==> src/rtl/p4_router_dequeue_engine.sv <==
// Dequeue engine for the P4 router packet buffer.
// Turns {egress port, priority} requests into buffer read commands, tags each
// read with its queue id until its data returns, emits dequeue notifications,
// and keeps a per-queue complete-packet count that drives queue_empty.

package p4_router_pkg;
    localparam int NUM_QUEUES_PER_EGR_PORT     = 4;
    localparam int NUM_QUEUES_PER_EGR_PORT_LOG = $clog2(NUM_QUEUES_PER_EGR_PORT);
    localparam int DQ_LATENCY                  = 4;
endpackage

module p4_router_dequeue_engine
    import p4_router_pkg::*;
#(
    parameter int  NUM_EGR_PORTS = 4,
    parameter int  NUM_QUEUES    = NUM_EGR_PORTS * NUM_QUEUES_PER_EGR_PORT,
    parameter int  PKT_CNT_WIDTH = 10,
    localparam int QW            = (NUM_QUEUES > 1) ? $clog2(NUM_QUEUES) : 1,
    localparam int PW            = 4,
    localparam int PRIO_W        = NUM_QUEUES_PER_EGR_PORT_LOG,
    localparam int RW            = PW + PRIO_W
) (
    input  logic                  clk,
    input  logic                  aresetn,
    output logic [NUM_QUEUES-1:0] queue_empty,
    // enqueue notification monitor; tuser is one bit wider so bad ids are visible
    input  logic                  enq_tvalid,
    input  logic                  enq_tlast,
    input  logic [QW:0]           enq_tuser,
    // dequeue request slave; tdata = {egr_port, prio}
    input  logic                  dq_req_tvalid,
    output logic                  dq_req_tready,
    input  logic [RW-1:0]         dq_req_tdata,
    // buffer read command and return
    output logic                  buf_rd_en,
    output logic [QW-1:0]         buf_rd_queue,
    input  logic                  buf_rd_valid,
    input  logic                  buf_rd_last,
    // dequeue notification master (no backpressure)
    output logic                  dq_ntf_tvalid,
    output logic                  dq_ntf_tlast,
    output logic [QW-1:0]         dq_ntf_tuser,
    output logic [31:0]           dq_ntf_tdata,
    output logic [3:0]            dq_ntf_tkeep,
    output logic [3:0]            dq_ntf_tstrb,
    output logic [3:0]            dq_ntf_tid,
    output logic [3:0]            dq_ntf_tdest,
    output logic [15:0]           req_drop_count,
    output logic                  protocol_err
);

    logic [NUM_QUEUES-1:0]    queue_empty_q, queue_empty_d;
    logic [PKT_CNT_WIDTH-1:0] pkt_count_q [NUM_QUEUES];
    logic [PKT_CNT_WIDTH-1:0] pkt_count_d [NUM_QUEUES];
    logic                     buf_rd_en_q, buf_rd_en_d;
    logic [QW-1:0]            buf_rd_queue_q, buf_rd_queue_d;
    logic [DQ_LATENCY-1:0]    tag_v_q, tag_v_d;
    logic [QW-1:0]            tag_id_q [DQ_LATENCY];
    logic [QW-1:0]            tag_id_d [DQ_LATENCY];
    logic                     ntf_valid_q, ntf_valid_d;
    logic                     ntf_last_q, ntf_last_d;
    logic [QW-1:0]            ntf_user_q, ntf_user_d;
    logic [15:0]              drop_cnt_q, drop_cnt_d;
    logic                     protocol_err_q, protocol_err_d;

    logic [PW-1:0]            req_port;
    logic [PRIO_W-1:0]        req_prio;
    logic [QW-1:0]            req_queue;
    logic                     req_accept, req_port_ok, req_valid;
    logic                     tag_out_v;
    logic [QW-1:0]            tag_out_id;
    logic                     enq_bad_id;
    logic [NUM_QUEUES-1:0]    enq_inc, deq_dec;

    // Request decode: valid requests become a read command next cycle, others are counted as drops.
    always_comb begin
        req_port       = dq_req_tdata[RW-1:PRIO_W];
        req_prio       = dq_req_tdata[PRIO_W-1:0];
        req_queue      = QW'(int'(req_port) * NUM_QUEUES_PER_EGR_PORT + int'(req_prio));
        req_accept     = dq_req_tvalid & dq_req_tready;
        req_port_ok    = int'(req_port) < NUM_EGR_PORTS;
        req_valid      = req_accept & req_port_ok & ~queue_empty_q[req_queue];
        buf_rd_en_d    = req_valid;
        buf_rd_queue_d = req_valid ? req_queue : buf_rd_queue_q;
        drop_cnt_d     = drop_cnt_q;
        if (req_accept && !req_valid && drop_cnt_q != 16'hFFFF) begin
            drop_cnt_d = drop_cnt_q + 16'd1;
        end
    end

    // In-flight tag pipeline: a read issued in cycle N reaches the last stage in cycle N+DQ_LATENCY,
    // the same cycle its data returns, so the notification is registered off that alignment.
    always_comb begin
        tag_v_d     = {tag_v_q[DQ_LATENCY-2:0], buf_rd_en_q};
        tag_id_d[0] = buf_rd_queue_q;
        for (int i = 1; i < DQ_LATENCY; i++) begin
            tag_id_d[i] = tag_id_q[i-1];
        end
        tag_out_v   = tag_v_q[DQ_LATENCY-1];
        tag_out_id  = tag_id_q[DQ_LATENCY-1];
        ntf_valid_d = buf_rd_valid & tag_out_v;
        ntf_last_d  = buf_rd_valid & tag_out_v & buf_rd_last;
        ntf_user_d  = tag_out_id;
    end

    // Packet accounting and sticky error: enqueue tlast increments, dequeue tlast decrements.
    always_comb begin
        enq_inc        = '0;
        deq_dec        = '0;
        enq_bad_id     = enq_tvalid & (int'(enq_tuser) >= NUM_QUEUES);
        protocol_err_d = protocol_err_q | enq_bad_id | (buf_rd_valid ^ tag_out_v);
        for (int q = 0; q < NUM_QUEUES; q++) begin
            enq_inc[q]     = enq_tvalid & enq_tlast & (int'(enq_tuser) == q);
            deq_dec[q]     = ntf_valid_q & ntf_last_q & (int'(ntf_user_q) == q);
            pkt_count_d[q] = pkt_count_q[q];
            if (enq_inc[q] && !deq_dec[q]) begin
                if (pkt_count_q[q] == '1) begin
                    protocol_err_d = 1'b1;
                end else begin
                    pkt_count_d[q] = pkt_count_q[q] + PKT_CNT_WIDTH'(1);
                end
            end else if (deq_dec[q] && !enq_inc[q]) begin
                if (pkt_count_q[q] == '0) begin
                    protocol_err_d = 1'b1;
                end else begin
                    pkt_count_d[q] = pkt_count_q[q] - PKT_CNT_WIDTH'(1);
                end
            end
            queue_empty_d[q] = (pkt_count_d[q] == '0);
        end
    end

    // State registers; reset discards all in-flight tags.
    always_ff @(posedge clk or negedge aresetn) begin
        if (!aresetn) begin
            queue_empty_q  <= '1;
            buf_rd_en_q    <= 1'b0;
            buf_rd_queue_q <= '0;
            tag_v_q        <= '0;
            ntf_valid_q    <= 1'b0;
            ntf_last_q     <= 1'b0;
            ntf_user_q     <= '0;
            drop_cnt_q     <= '0;
            protocol_err_q <= 1'b0;
            for (int q = 0; q < NUM_QUEUES; q++) pkt_count_q[q] <= '0;
            for (int i = 0; i < DQ_LATENCY; i++) tag_id_q[i] <= '0;
        end else begin
            queue_empty_q  <= queue_empty_d;
            buf_rd_en_q    <= buf_rd_en_d;
            buf_rd_queue_q <= buf_rd_queue_d;
            tag_v_q        <= tag_v_d;
            ntf_valid_q    <= ntf_valid_d;
            ntf_last_q     <= ntf_last_d;
            ntf_user_q     <= ntf_user_d;
            drop_cnt_q     <= drop_cnt_d;
            protocol_err_q <= protocol_err_d;
            for (int q = 0; q < NUM_QUEUES; q++) pkt_count_q[q] <= pkt_count_d[q];
            for (int i = 0; i < DQ_LATENCY; i++) tag_id_q[i] <= tag_id_d[i];
        end
    end

    assign dq_req_tready  = aresetn;
    assign queue_empty    = queue_empty_q;
    assign buf_rd_en      = buf_rd_en_q;
    assign buf_rd_queue   = buf_rd_queue_q;
    assign dq_ntf_tvalid  = ntf_valid_q;
    assign dq_ntf_tlast   = ntf_last_q;
    assign dq_ntf_tuser   = ntf_user_q;
    assign dq_ntf_tdata   = '0;
    assign dq_ntf_tkeep   = '1;
    assign dq_ntf_tstrb   = '1;
    assign dq_ntf_tid     = '0;
    assign dq_ntf_tdest   = '0;
    assign req_drop_count = drop_cnt_q;
    assign protocol_err   = protocol_err_q;

endmodule
==> config.mk <==
export PLATFORM = sky130hd
export DESIGN_NAME = p4_router_dequeue_engine
export DESIGN_NICKNAME = d
export VERILOG_FILES = /design/src/rtl/p4_router_dequeue_engine.sv
export SDC_FILE = /design/constraint.sdc
export NUM_CORES = 1
export LEC_CHECK = 0
export BUFFER_PORTS_ARGS = -buffer_cell sky130_fd_sc_hd__buf_4
export CAP_MARGIN = 10
export CORE_MARGIN = 3
export CORE_UTILIZATION = 50
export CTS_CLUSTER_SIZE = 8
export DETAILED_ROUTE_END_ITERATION = 10
export PLACE_DENSITY = 0.68
export SLEW_MARGIN = 20
export SYNTH_ARGS = -nofsm -noshare
export SYNTH_HDL_FRONTEND = slang
export SYNTH_SLANG_ARGS = --single-unit
export TNS_END_PERCENT = 1
==> constraint.sdc <==
create_clock -name clk -period 3.3 [get_ports clk]
set_input_delay 0.33 -clock clk [delete_from_list [all_inputs] [get_ports clk]]
set_output_delay 0.33 -clock clk [all_outputs]
set_load 0.01 [all_outputs]
# Word-level counts from Yosys, hierarchy flattened
# Index checks and enable logic that the tools add are counted.
# totals
out_inout_bits,93
elab_cells,388
inputBits,18
reg_bits,224
# op_classes
eq_ne,47
n_addsub,34
bitwise,44
muxes,130
reduce_logical,101
order_cmp,3
# op_table
cell,count
10-bit two-way mux,64
10-bit zero test,32
10-bit by 1-bit adder with 10-bit output (second input constant),16
10-bit equality test (second input constant),16
10-bit by 1-bit subtractor with 10-bit output (second input constant),16
1-bit two-way mux,65
1-bit bitwise AND,40
5-bit equality test (second input constant),8
1-bit logical AND,34
1-bit zero test,33
4-bit equality test (second input constant),8
5-bit by 4-bit equality test with 1-bit output (second input constant),4
16-bit by 1-bit adder with 16-bit output (second input constant),1
4-bit by 3-bit equality test with 1-bit output (second input constant),4
16-bit != test (second input constant),1
5-bit by 3-bit equality test with 1-bit output (second input constant),2
4-bit by 2-bit equality test with 1-bit output (second input constant),2
5-bit by 2-bit equality test with 1-bit output (second input constant),1
5-bit >= comparator (second input constant),1
5-bit zero test,1
4-bit by 5-bit less-than comparator with 1-bit output (second input constant),1
4-bit by 2-bit adder with 4-bit output,1
1-bit binary-select mux with 4-bit select,1
4-bit by 1-bit equality test with 1-bit output (second input constant),1
other kinds (5),6

# Longest topological paths before layout
# Gate-level depths: netlist of run 1.
# logic_depth
ltp_word,52
depth_mapped,10
ltp_nobuf,9

# Worst setup path before layout of run 1
# No wires, ideal clock.
# synth_timing
kind,reg-to-reg
from,register pkt_count_q[100] (netlist name)
to,register queue_empty_q[5] (netlist: queue_empty[5])
setup_ps,90
t_arrival_ps,2880
path_buffers,1
slack_ps,330
path_stages_with_launch,11
required_ps,3210
period_less_slack_ps,2970
path_cell_list,dfrtp_1 clkdlybuf4s50_2 inv_1 ha_1 or3b_2 nor3_1 nand4_1 mux2i_1 nor2_1 or4_4 nor4_2
# synth_rtl
item,line,text
"start, declared",53,logic [PKT_CNT_WIDTH-1:0] pkt_count_q [NUM_QUEUES];
"end signal, assigned",148,queue_empty_q <= queue_empty_d;
"end, declared",52,"logic [NUM_QUEUES-1:0] queue_empty_q, queue_empty_d;"

==> metrics.yaml, run 1 <==
timing:
  setup_ws_ns: 0.220
  finClkSkew_ns: 0.0250
  rsz0062_at_grt: "false"
  worst_pin_slew_ns: 1.10
  slew_viol_final: 0
  hold_viol: 0
  fin_crit_sh_pct: 93.3
  hold_ws_ns: 0.0582
  setup_viol: 0
  tns_ns: 0
  fin_crit_ns: 3.08
  max_freq_mhz: 325
  maxSlewHeadroom_pct: 26.7
global_route:
  grtUsageMet1_pct: 32.6
  grt_use_met3_pct: 4.01
  grt_first_pass_wirelength_mm: 66.8
  grt_pass1_vias: 12940
  gr-usage-met2_pct: 39.2
  grt_max_degree: 59
  track_usage_pct: 23.9
  grt_overflow: 0
  busiest_layer: "met2"
  antenna_found_initial: 3
power_and_ir_drop:
  intPower_mw: 5.69
  total_power_mw: 8.26
  seq_power_share_pct: 42.4
  ir_worst_vdd_mv: 0.529
  netSwitchingFraction_pct: 31.1
  pwr_density_cell_mw_per_mm2: 477
  power.net_switching_mw: 2.57
  clock_power_share_pct: 39.6
  power_leakage_nw: 7.09
  p_comb_share_pct: 18.1
routing:
  dr.pass1.iters: 6
  antenna_left: 0
  post_drt_wl_per_cell_um: 18.6
  drt_iter0_drc: 997
  avgViaCountPerCell: 6.33
  postRouteWirelength_mm: 41.0
  remaining_drc_errors: 0
  num_vias: 13936
cts:
  h-tree-depth: 2
  cts.clk_slew.worst_paths_ns: 0.05
  post-cts-setup-buffers: 0
  cts_tree: "yes"
  cts_buffers: 34
  clock-sinks: 224
  clock_latency_ns: 0.52
  cts_buffer_depth: 3
  clock-root-buffer: "clkbuf_16"
cells_and_area:
  finalNetCount: 1843
  fin_cells: 2203
  syn2layout_area_growth_pct: 10.2
  num_antenna_cells: 0
  final_cell_mix: "208 x dfrtp_1, 127 x nor2_1, 112 x nand2_1, 96 x buf_4, 92 x nand3_1"
  mostFrequentLayoutCell: "dfrtp_1"
  layout-drive-gt1-share_pct: 13.8
  fill_cells: 2793
placed_design:
  portBuffers: 62
  dpl.hpwl_mm: 30.4
  routabilityCongestion: 0.920
  dp.cells: 2148
  preCtsSetupSlack_ns: 0.164
run_status:
  status: "completed"
setup_path:
  endpoint_kind: "flop"
  start_kind: "flop"
  crit_required_ns: 3.73
  cp.arrival_ns: 3.51
  cp_max_fo: 9
  crit_type: "reg2reg"
die:
  fp.dieArea_mm2: 0.0336
  die_w_um: 183
  die_h_um: 183
  rows: 64
  start_util_pct: 51.1
  core_mm2: 0.0307
  design.portCount: 111
logic_synthesis:
  synth_mux_area_share_pct: 2.60
  synth_compound_area_share_pct: 20.1
  synth-edff-count: 0
  ys.flop_type: "dfrtp_1"
  yosysWarnings: 0
  avgSynthCellArea_um2: 8.96
  async_flop_share_pct: 100
  synth_area_mm2: 0.0157
  ys_seq_area_share_pct: 35.8
  synth-xor-area-share_pct: 5.13
  synth_top_family_by_area: "simple AND/OR/NAND/NOR gates"
  synth_cell_types: 119
  synthAdderAreaFrac_pct: 2.87
  yosys.area_share.simple_pct: 26.8
  netlist_instances: 1753
  ys_ff_latch: 224
flow_run:
  drv_cap: 0
hold_path:
  hp-class: "in2reg"
[state kept, by name, summed over array words and instances (netlist names)]
| name | count |
|---|---|
| dq_ntf_tuser | 4 |
| buf_rd_queue | 4 |
| pkt_count_q | 160 |
| ntf_user_d | 4 |
| tag_id_d | 12 |
| tag_v_q | 4 |
| dq_ntf_tlast | 1 |
| queue_empty | 16 |
| dq_ntf_tvalid | 1 |
| req_drop_count | 16 |
| protocol_err | 1 |
| buf_rd_en | 1 |
[final timing paths]
path | end | from | slack, ns | cells past startpoint
max | queue_empty[14]$_DFF_PN1_ | pkt_count_q[10]$_DFF_PN0_ | 0.22 | 9
min | dq_ntf_tlast$_DFF_PN0_ | buf_rd_last | 0.06 | 2
max reg2reg | queue_empty[14]$_DFF_PN1_ | pkt_count_q[10]$_DFF_PN0_ | 0.22 | 9
min reg2reg | tag_id_d[5]$_DFF_PN0_ | tag_id_d[9]$_DFF_PN0_ | 0.34 | 0
max in group asynchronous | req_drop_count[2]$_DFFE_PN0P_ | aresetn | 1.48 | 4
min in group asynchronous | pkt_count_q[38]$_DFF_PN0_ | aresetn | 0.27 | 2
[power groups by stage]
stage               Sequential [mW]  Combinational [mW]  Clock (mW)
floorplan                      3.35                1.23           0
global placement               3.52                1.45           0
detailed placement             3.53                1.48           0
CTS                            3.49                1.49        3.36
global route                   3.56                1.67        3.49
finish                         3.50                1.49        3.27
[cell families (layout without fill, tap and decap cells)]
| kind of cell | Yosys count | in the layout |
|---|---|---|
| xor+xnor | 92 | 92 |
| flops | 224 | 224 |
| compound gates | 419 | 419 |
| simple gates | 748 | 748 |
| mux | 33 | 33 |
| buf+inv | 199 | 207 |
| fa+ha+maj | 36 | 36 |
| other cells | 2 | 48 |
[cells in the mapped netlist, drive strengths merged (22+ instances only)]
cell / number / area, µm²
and3: 39 / 245
dfrtp: 208 / 5200
xor2: 31 / 272
or4: 36 / 279
and4: 25 / 219
inv: 55 / 206
a211oi: 35 / 295
and2: 22 / 139
buf: 79 / 543
ha: 36 / 450
o211ai: 26 / 215
a21oi: 73 / 369
nor2: 128 / 483
nand4: 47 / 300
nor3: 67 / 362
xnor2: 61 / 534
clkbuf: 63 / 257
o21ai: 52 / 268
nand2: 112 / 420
nor4: 58 / 397
nand3: 92 / 460
or3: 37 / 236
a31oi: 22 / 165
[worst max-delay path, cell delays in order (launching register included)]
cell and delay [ns]:
dfrtp_1 0.47, inv_1 0.09, ha_1 0.19, or3b_1 0.42
a2111oi_2 0.58, nor4b_2 0.36, a21o_1 0.12, a21oi_1 0.07
or4_1 0.53, nor3_1 0.15
[through the flow]
stage	utilization [%]	instance area, µm²
5_1_grt	56.3	17300
3_3_place_gp	52.9	16300
4_1_cts	56.2	17300
6_report	56.3	17300
3_5_place_dp	52.9	16300
2_1_floorplan	-	15900
[final cells by class]
cell class / count / area [µm²] / share of cell area, %
Inverter: 55 / 206 / 1.19
Sequential cell: 224 / 5630 / 32.5
Clock inverter: 4 / 88.8 / 0.513
Tap cell: 396 / 495 / 2.86
Multi-Input combinational cell: 1376 / 9230 / 53.3
Clock buffer: 50 / 921 / 5.32
Timing Repair Buffer: 98 / 746 / 4.31
[per-layer routing]
metal  routed length [µm]  part of all wire, %
met5                   42                 0.10
met3                 2320                  5.7
met4                 1220                  3.0
met2                19300                   47
met1                18100                   44
[repair_timing]
item,CTS,global route
setup endpoints to repair,0,3
hold endpoints to repair,20,0
gates resized for setup,0,2
hold buffers,1,0
No activity file was read; power rests on OpenSTA's default activity.
==> run 2, diff against run 1 <==
--- a/config.mk
+++ b/config.mk
@@ -16,4 +16,4 @@
 export SYNTH_ARGS = -nofsm -noshare
 export SYNTH_HDL_FRONTEND = slang
 export SYNTH_SLANG_ARGS = --single-unit
-export TNS_END_PERCENT = 1
+export TNS_END_PERCENT = 10
==> constraint.sdc (replaced) <==
create_clock -name clk -period 3.8 [get_ports clk]
set_input_delay 0.38 -clock clk [delete_from_list [all_inputs] [get_ports clk]]
set_output_delay 0.38 -clock clk [all_outputs]
set_load 0.01 [all_outputs]
==> metrics.yaml, run 2 (synthesis gave the netlist of run 1 again) <==
run_status:
  status: "completed"
power_and_ir_drop:
  power.net_switching_mw: 2.23
  pwr_density_cell_mw_per_mm2: 415
  intPower_mw: 4.89
  seq_power_share_pct: 42.6
  total_power_mw: 7.13
  clock_power_share_pct: 39.2
  ir_worst_vdd_mv: 0.374
  netSwitchingFraction_pct: 31.3
  power_leakage_nw: 7.00
  p_comb_share_pct: 18.2
placed_design:
  routabilityCongestion: 0.929
  dp.cells: 2132
  dpl.hpwl_mm: 30.1
  portBuffers: 62
cells_and_area:
  finalNetCount: 1827
  top_register: "pkt_count_q"
  fin_cells: 2190
  num_antenna_cells: 0
  largest_reg_flops: 160
  layout-drive-gt1-share_pct: 12.8
  fill_cells: 2800
  final_cell_mix: "208 x dfrtp_1, 127 x nor2_1, 112 x nand2_1, 92 x nand3_1, 80 x buf_4"
  syn2layout_area_growth_pct: 9.20
  mostFrequentLayoutCell: "dfrtp_1"
setup_path:
  endpoint_kind: "flop"
  crit_type: "reg2reg"
  r2r-start: "dq_ntf_tuser[1]$_DFF_PN0_"
  reg2reg_slack_ns: 0.51
  cp.buffers_inverters: 0
  r2r_end: "queue_empty[4]$_DFF_PN1_"
  cp_top_family: "compound AO/OA/AOI/OAI gates"
  cp-startpoint: "dq_ntf_tuser[1]$_DFF_PN0_"
  ff2ff_path_depth: 7
  path_depth: 7
  cpMaxStageDelayCell: "a41oi_1"
  max_stage_delay_ns: 0.81
  crit_required_ns: 4.21
  worstSetupEndpoint: "queue_empty[4]$_DFF_PN1_"
  start_kind: "flop"
  path_cells: "or2_0 -> o211ai_1 -> a41oi_1 -> a32oi_1 -> xnor2_1 -> or4_1 -> nor4_1"
  cp.arrival_ns: 3.70
  cp_max_fo: 11
timing:
  slew_viol_final: 0
  tns_ns: 0
  fin_crit_ns: 3.29
  maxSlewHeadroom_pct: 33.7
  hold_viol: 0
  worst_pin_slew_ns: 0.982
  finClkSkew_ns: 0.0194
  setup_viol: 0
  rsz0062_at_grt: "false"
  max_freq_mhz: 304
  fin_crit_sh_pct: 86.5
routing:
  avgViaCountPerCell: 6.34
  num_vias: 13889
  remaining_drc_errors: 0
  postRouteWirelength_mm: 40.9
  dr.pass1.iters: 6
  drt_iter0_drc: 1371
  post_drt_wl_per_cell_um: 18.7
  antenna_left: 0
die:
  start_util_pct: 51.1
  design.portCount: 111
  fp.dieArea_mm2: 0.0336
  die_h_um: 183
  rows: 64
  core_mm2: 0.0307
  die_w_um: 183
hold_path:
  hp-class: "in2reg"
  min_path_cells: 2
global_route:
  grt_max_degree: 76
  track_usage_pct: 24.0
  grt_pass1_vias: 12865
  grt_first_pass_wirelength_mm: 66.7
  grt_overflow: 0
  antenna_found_initial: 2
cts:
  clock_latency_ns: 0.52
  cts.clk_slew.worst_paths_ns: 0.05
  h-tree-depth: 2
  cts_buffer_depth: 3
  cts_tree: "yes"
  ctsResizeCount: 0
  post-cts-setup-buffers: 0
  clock-sinks: 224
  clock-root-buffer: "clkbuf_16"
  cts_buffers: 34
flow_run:
  drv_cap: 0
-- run 2: final cells by class --
class	instances	area, µm²	share of cell area, %
sequential	224	5630	32.8
inverter	55	206	1.20
multi-input combinational	1376	9210	53.7
clock inverter	3	41.3	0.241
clock buffer	54	947	5.52
tap	396	495	2.89
timing repair buffer	82	626	3.65
-- run 2: repair_timing --
item / 4_1_cts / 5_1_grt
hold buffers: 1 / 0
endpoints found under the hold margin: 27 / 0
endpoints found under the setup margin: 0 / 0
-- run 2: power groups by stage --
stage / Combinational [mW] / Clock [mW] / Sequential [mW]
global route: 1.44 / 2.97 / 3.10
floorplan: 1.07 / 0 / 2.91
finish: 1.30 / 2.79 / 3.04
global placement: 1.26 / 0 / 3.05
detailed placement: 1.29 / 0 / 3.07
CTS: 1.29 / 2.86 / 3.03
-- run 2: worst register-to-register path, cell delays in order (launching register included) --
cell and delay (ns):
dfrtp_1 0.51, or2_0 0.44, o211ai_1 0.27, a41oi_1 0.81, a32oi_1 0.24, xnor2_1 0.18
or4_1 0.47, nor4_1 0.25
-- run 2: layer usage --
layer	global-route usage, %	wire, µm	up-vias
met5	0	27	-
met4	6.67	1090	4
met3	3.47	2140	75
met2	39.0	19300	445
met1	33.7	18400	6719
li1	-	-	6646
-- run 2: how the worst min path moves through the flow --
stage                 from                        end
2_1_floorplan      aresetn        buf_rd_en$_DFF_PN0_
6_report       buf_rd_last     dq_ntf_tlast$_DFF_PN0_
3_5_place_dp       aresetn  pkt_count_q[23]$_DFF_PN0_
4_1_cts        buf_rd_last     dq_ntf_tlast$_DFF_PN0_
5_1_grt        buf_rd_last     dq_ntf_tlast$_DFF_PN0_
3_3_place_gp       aresetn  pkt_count_q[23]$_DFF_PN0_
-- run 2: through the flow --
step           hold slack (ns)  cell area, µm²  utilization, %  setup slack (ns)
6_report                 0.110           17200            55.8             0.514
5_1_grt                 0.0918           17200            55.8             0.354
4_1_cts                 0.0943           17200            55.8             0.615
3_5_place_dp             0.266           16200            52.5             0.485
3_3_place_gp             0.266           16200            52.5             0.576
2_1_floorplan           0.0844           15900               -             0.830
==> run 3, diff against run 2 <==
--- a/config.mk
+++ b/config.mk
@@ -5,6 +5,7 @@
 export SDC_FILE = /design/constraint.sdc
 export NUM_CORES = 1
 export LEC_CHECK = 0
+export ABC_AREA = 1
 export BUFFER_PORTS_ARGS = -buffer_cell sky130_fd_sc_hd__buf_4
 export CAP_MARGIN = 10
 export CORE_MARGIN = 3
==> metrics.yaml, run 3 <==
run_status:
  status: "completed"
logic_synthesis:
  yosys.area.top_type: "dfrtp_1"
  ys.flop_type: "dfrtp_1"
  synth.area.top_cells: "dfrtp_1 28%, nand2_1 20%, nand3_1 11%, nor2_1 7.7%, inv_1 7.3%"
  ys_ff_latch: 224
  synth_area_mm2: 0.0185
  synth-edff-count: 0
  yosysWarnings: 0
  synth_commonest_cells: "1004 x nand2_1, 397 x nand3_1, 380 x nor2_1"
  synth_top_area_share_pct: 28.1
  async_flop_share_pct: 100
  netlist_instances: 3028
  ys_seq_area_share_pct: 30.4
  synth_cell_types: 39
  yosysMostFrequentCell: "nand2_1"
  avgSynthCellArea_um2: 6.12
die:
  rows: 69
  design.portCount: 111
  start_util_pct: 51.3
  core_mm2: 0.0361
  fp.dieArea_mm2: 0.0394
  die_w_um: 199
  die_h_um: 199
setup_path:
  start_kind: "flop"
  cp-startpoint: "dq_ntf_tuser[2]$_DFF_PN0_"
  r2r-start: "dq_ntf_tuser[2]$_DFF_PN0_"
  cp.arrival_ns: 3.04
  cp_max_fo: 11
  reg2reg_slack_ns: 1.21
  crit_required_ns: 4.25
  endpoint_kind: "flop"
  crit_type: "reg2reg"
timing:
  maxSlewHeadroom_pct: 39.2
  tns_ns: 0
  rsz0062_at_grt: "false"
  max_freq_mhz: 386
  fin_crit_ns: 2.59
  fin_crit_sh_pct: 68.2
  setup_viol: 0
  setup_ws_ns: 1.21
  finClkSkew_ns: 0.0151
  hold_viol: 0
  worst_pin_slew_ns: 0.912
  slew_viol_final: 0
cts:
  clock-root-buffer: "clkbuf_16"
  h-tree-depth: 2
  cts.clk_slew.worst_paths_ns: 0.05
  ctsResizeCount: 0
  cts_buffer_depth: 3
  cts_buffers: 34
  cts_tree: "yes"
  clock-sinks: 224
  clock_latency_ns: 0.52
routing:
  post_drt_wl_per_cell_um: 14.7
  antenna_left: 0
  postRouteWirelength_mm: 52.1
  num_vias: 19016
  dr.pass1.iters: 6
  avgViaCountPerCell: 5.36
  drt_iter0_drc: 1221
  remaining_drc_errors: 0
global_route:
  antenna_found_initial: 2
  grt_overflow: 0
  grt_pass1_vias: 17564
  grt_max_degree: 141
  grt_first_pass_wirelength_mm: 86.1
  track_usage_pct: 26.2
hold_path:
  holdCritStartpoint: "buf_rd_last"
  hp-class: "in2reg"
placed_design:
  portBuffers: 62
  dpl.hpwl_mm: 39.3
  preCtsSetupSlack_ns: 1.05
  routabilityCongestion: 0.939
cells_and_area:
  final_cell_mix: "1004 x nand2_1, 397 x nand3_1, 380 x nor2_1, 360 x inv_1, 208 x dfrtp_1"
  fill_cells: 3646
  syn2layout_area_growth_pct: 8.80
  layout-drive-gt1-share_pct: 5.44
  top_register: "pkt_count_q"
  mostFrequentLayoutCell: "nand2_1"
  num_antenna_cells: 0
  largest_reg_flops: 160
  finalNetCount: 3119
power_and_ir_drop:
  power_leakage_nw: 10.7
  intPower_mw: 5.20
  pwr_density_cell_mw_per_mm2: 398
  clock_power_share_pct: 36.4
  p_comb_share_pct: 24.6
  seq_power_share_pct: 39.0
  power.net_switching_mw: 2.81
  ir_worst_vdd_mv: 0.445
  netSwitchingFraction_pct: 35.1
flow_run:
  drv_cap: 0
run 3: cell count changes in the layout (fill, tap and decap cells not counted), moves of 38 or more:
cell and change:
o21ai_0 +112, nand3_1 +305, a21oi_1 -48, xor2_1 +65
xnor2_1 -48, and3_1 -38, nor2_1 +253, inv_1 +305
nor4_1 -51, nand2_1 +892
run 3: cell families (layout without fill, tap and decap cells):
family                   count (synthesis)  after routing  synth area share, %
AND/OR/NAND/NOR                       1924           1924                 43.5
buffers and inverters                  493            506                 11.4
AO/OA/AOI/OAI                          239            239                 7.13
flip-flops                             224            224                 30.4
XOR/XNOR                               109            109                 5.15
adder cells (fa/ha/maj)                 36             36                 2.43
other                                    2             48               0.0405
multiplexers                             1              1               0.0540
run 3: metrics by stage:
stage          hold slack [ns]  util [%]  cells  cell area, µm²  power (mW)
3_5_place_dp             0.240      53.0   3489           19100        5.10
5_1_grt                 0.0660      55.9   3548           20200        8.55
3_3_place_gp             0.237      53.0   3489           19100        5.05
2_1_floorplan           0.0844         -   3074           18700        4.56
4_1_cts                 0.0405      55.9   3548           20200        8.06
6_report                0.0578      55.9   3548           20200        8.02
run 3: cell type report:
cell class	count	area, µm²	area share, %
clock buffers	58	1010	5.03
inverters	377	1420	7.02
multi-input cells	2357	11000	54.4
flip-flops and latches	224	5630	27.9
well taps	461	577	2.86
repair buffers	71	556	2.76
run 3: path summary, 6_finish.rpt:
path                                              end  depth (start not counted)
hold reg to reg             dq_ntf_tuser[1]$_DFF_PN0_                          0
min in group asynchronous   pkt_count_q[93]$_DFF_PN0_                          2
setup / recovery             queue_empty[7]$_DFF_PN1_                         12
setup reg to reg             queue_empty[7]$_DFF_PN1_                         12
max in group asynchronous  pkt_count_q[131]$_DFF_PN0_                          3
hold / removal                 dq_ntf_tlast$_DFF_PN0_                          3
run 3: power by group through the flow:
stage	Sequential, mW	Clock [mW]	Combinational, mW
global placement	3.14	0	1.91
floorplan	3.00	0	1.56
CTS	3.12	2.99	1.96
global route	3.18	3.09	2.28
detailed placement	3.15	0	1.95
finish	3.13	2.91	1.97
run 3: repair_timing:
item,in CTS,in global routing
setup buffers,0,0
hold endpoints to repair,16,0
hold buffers,1,0
run 3: metal layers:
metal / GRT usage (%) / wire, µm / vias up
li1: - / - / 9575
met3: 4.45 / 3980 / 112
met2: 42.2 / 23500 / 663
met4: 9.47 / 1770 / 2
met1: 35.7 / 22900 / 8664
met5: 0 / 12 / -
run 3: worst max-delay path, cell delays in order, from the launching register on:
cell,delay (ns)
dfrtp_1,0.46
inv_1,0.09
nor2_1,0.17
inv_1,0.13
nor2_1,0.36
nand2_1,0.33
nor2_1,0.35
nand2_1,0.09
nand2_1,0.07
nand3_1,0.06
o21ai_0,0.18
nand3_1,0.12
nor2_1,0.13
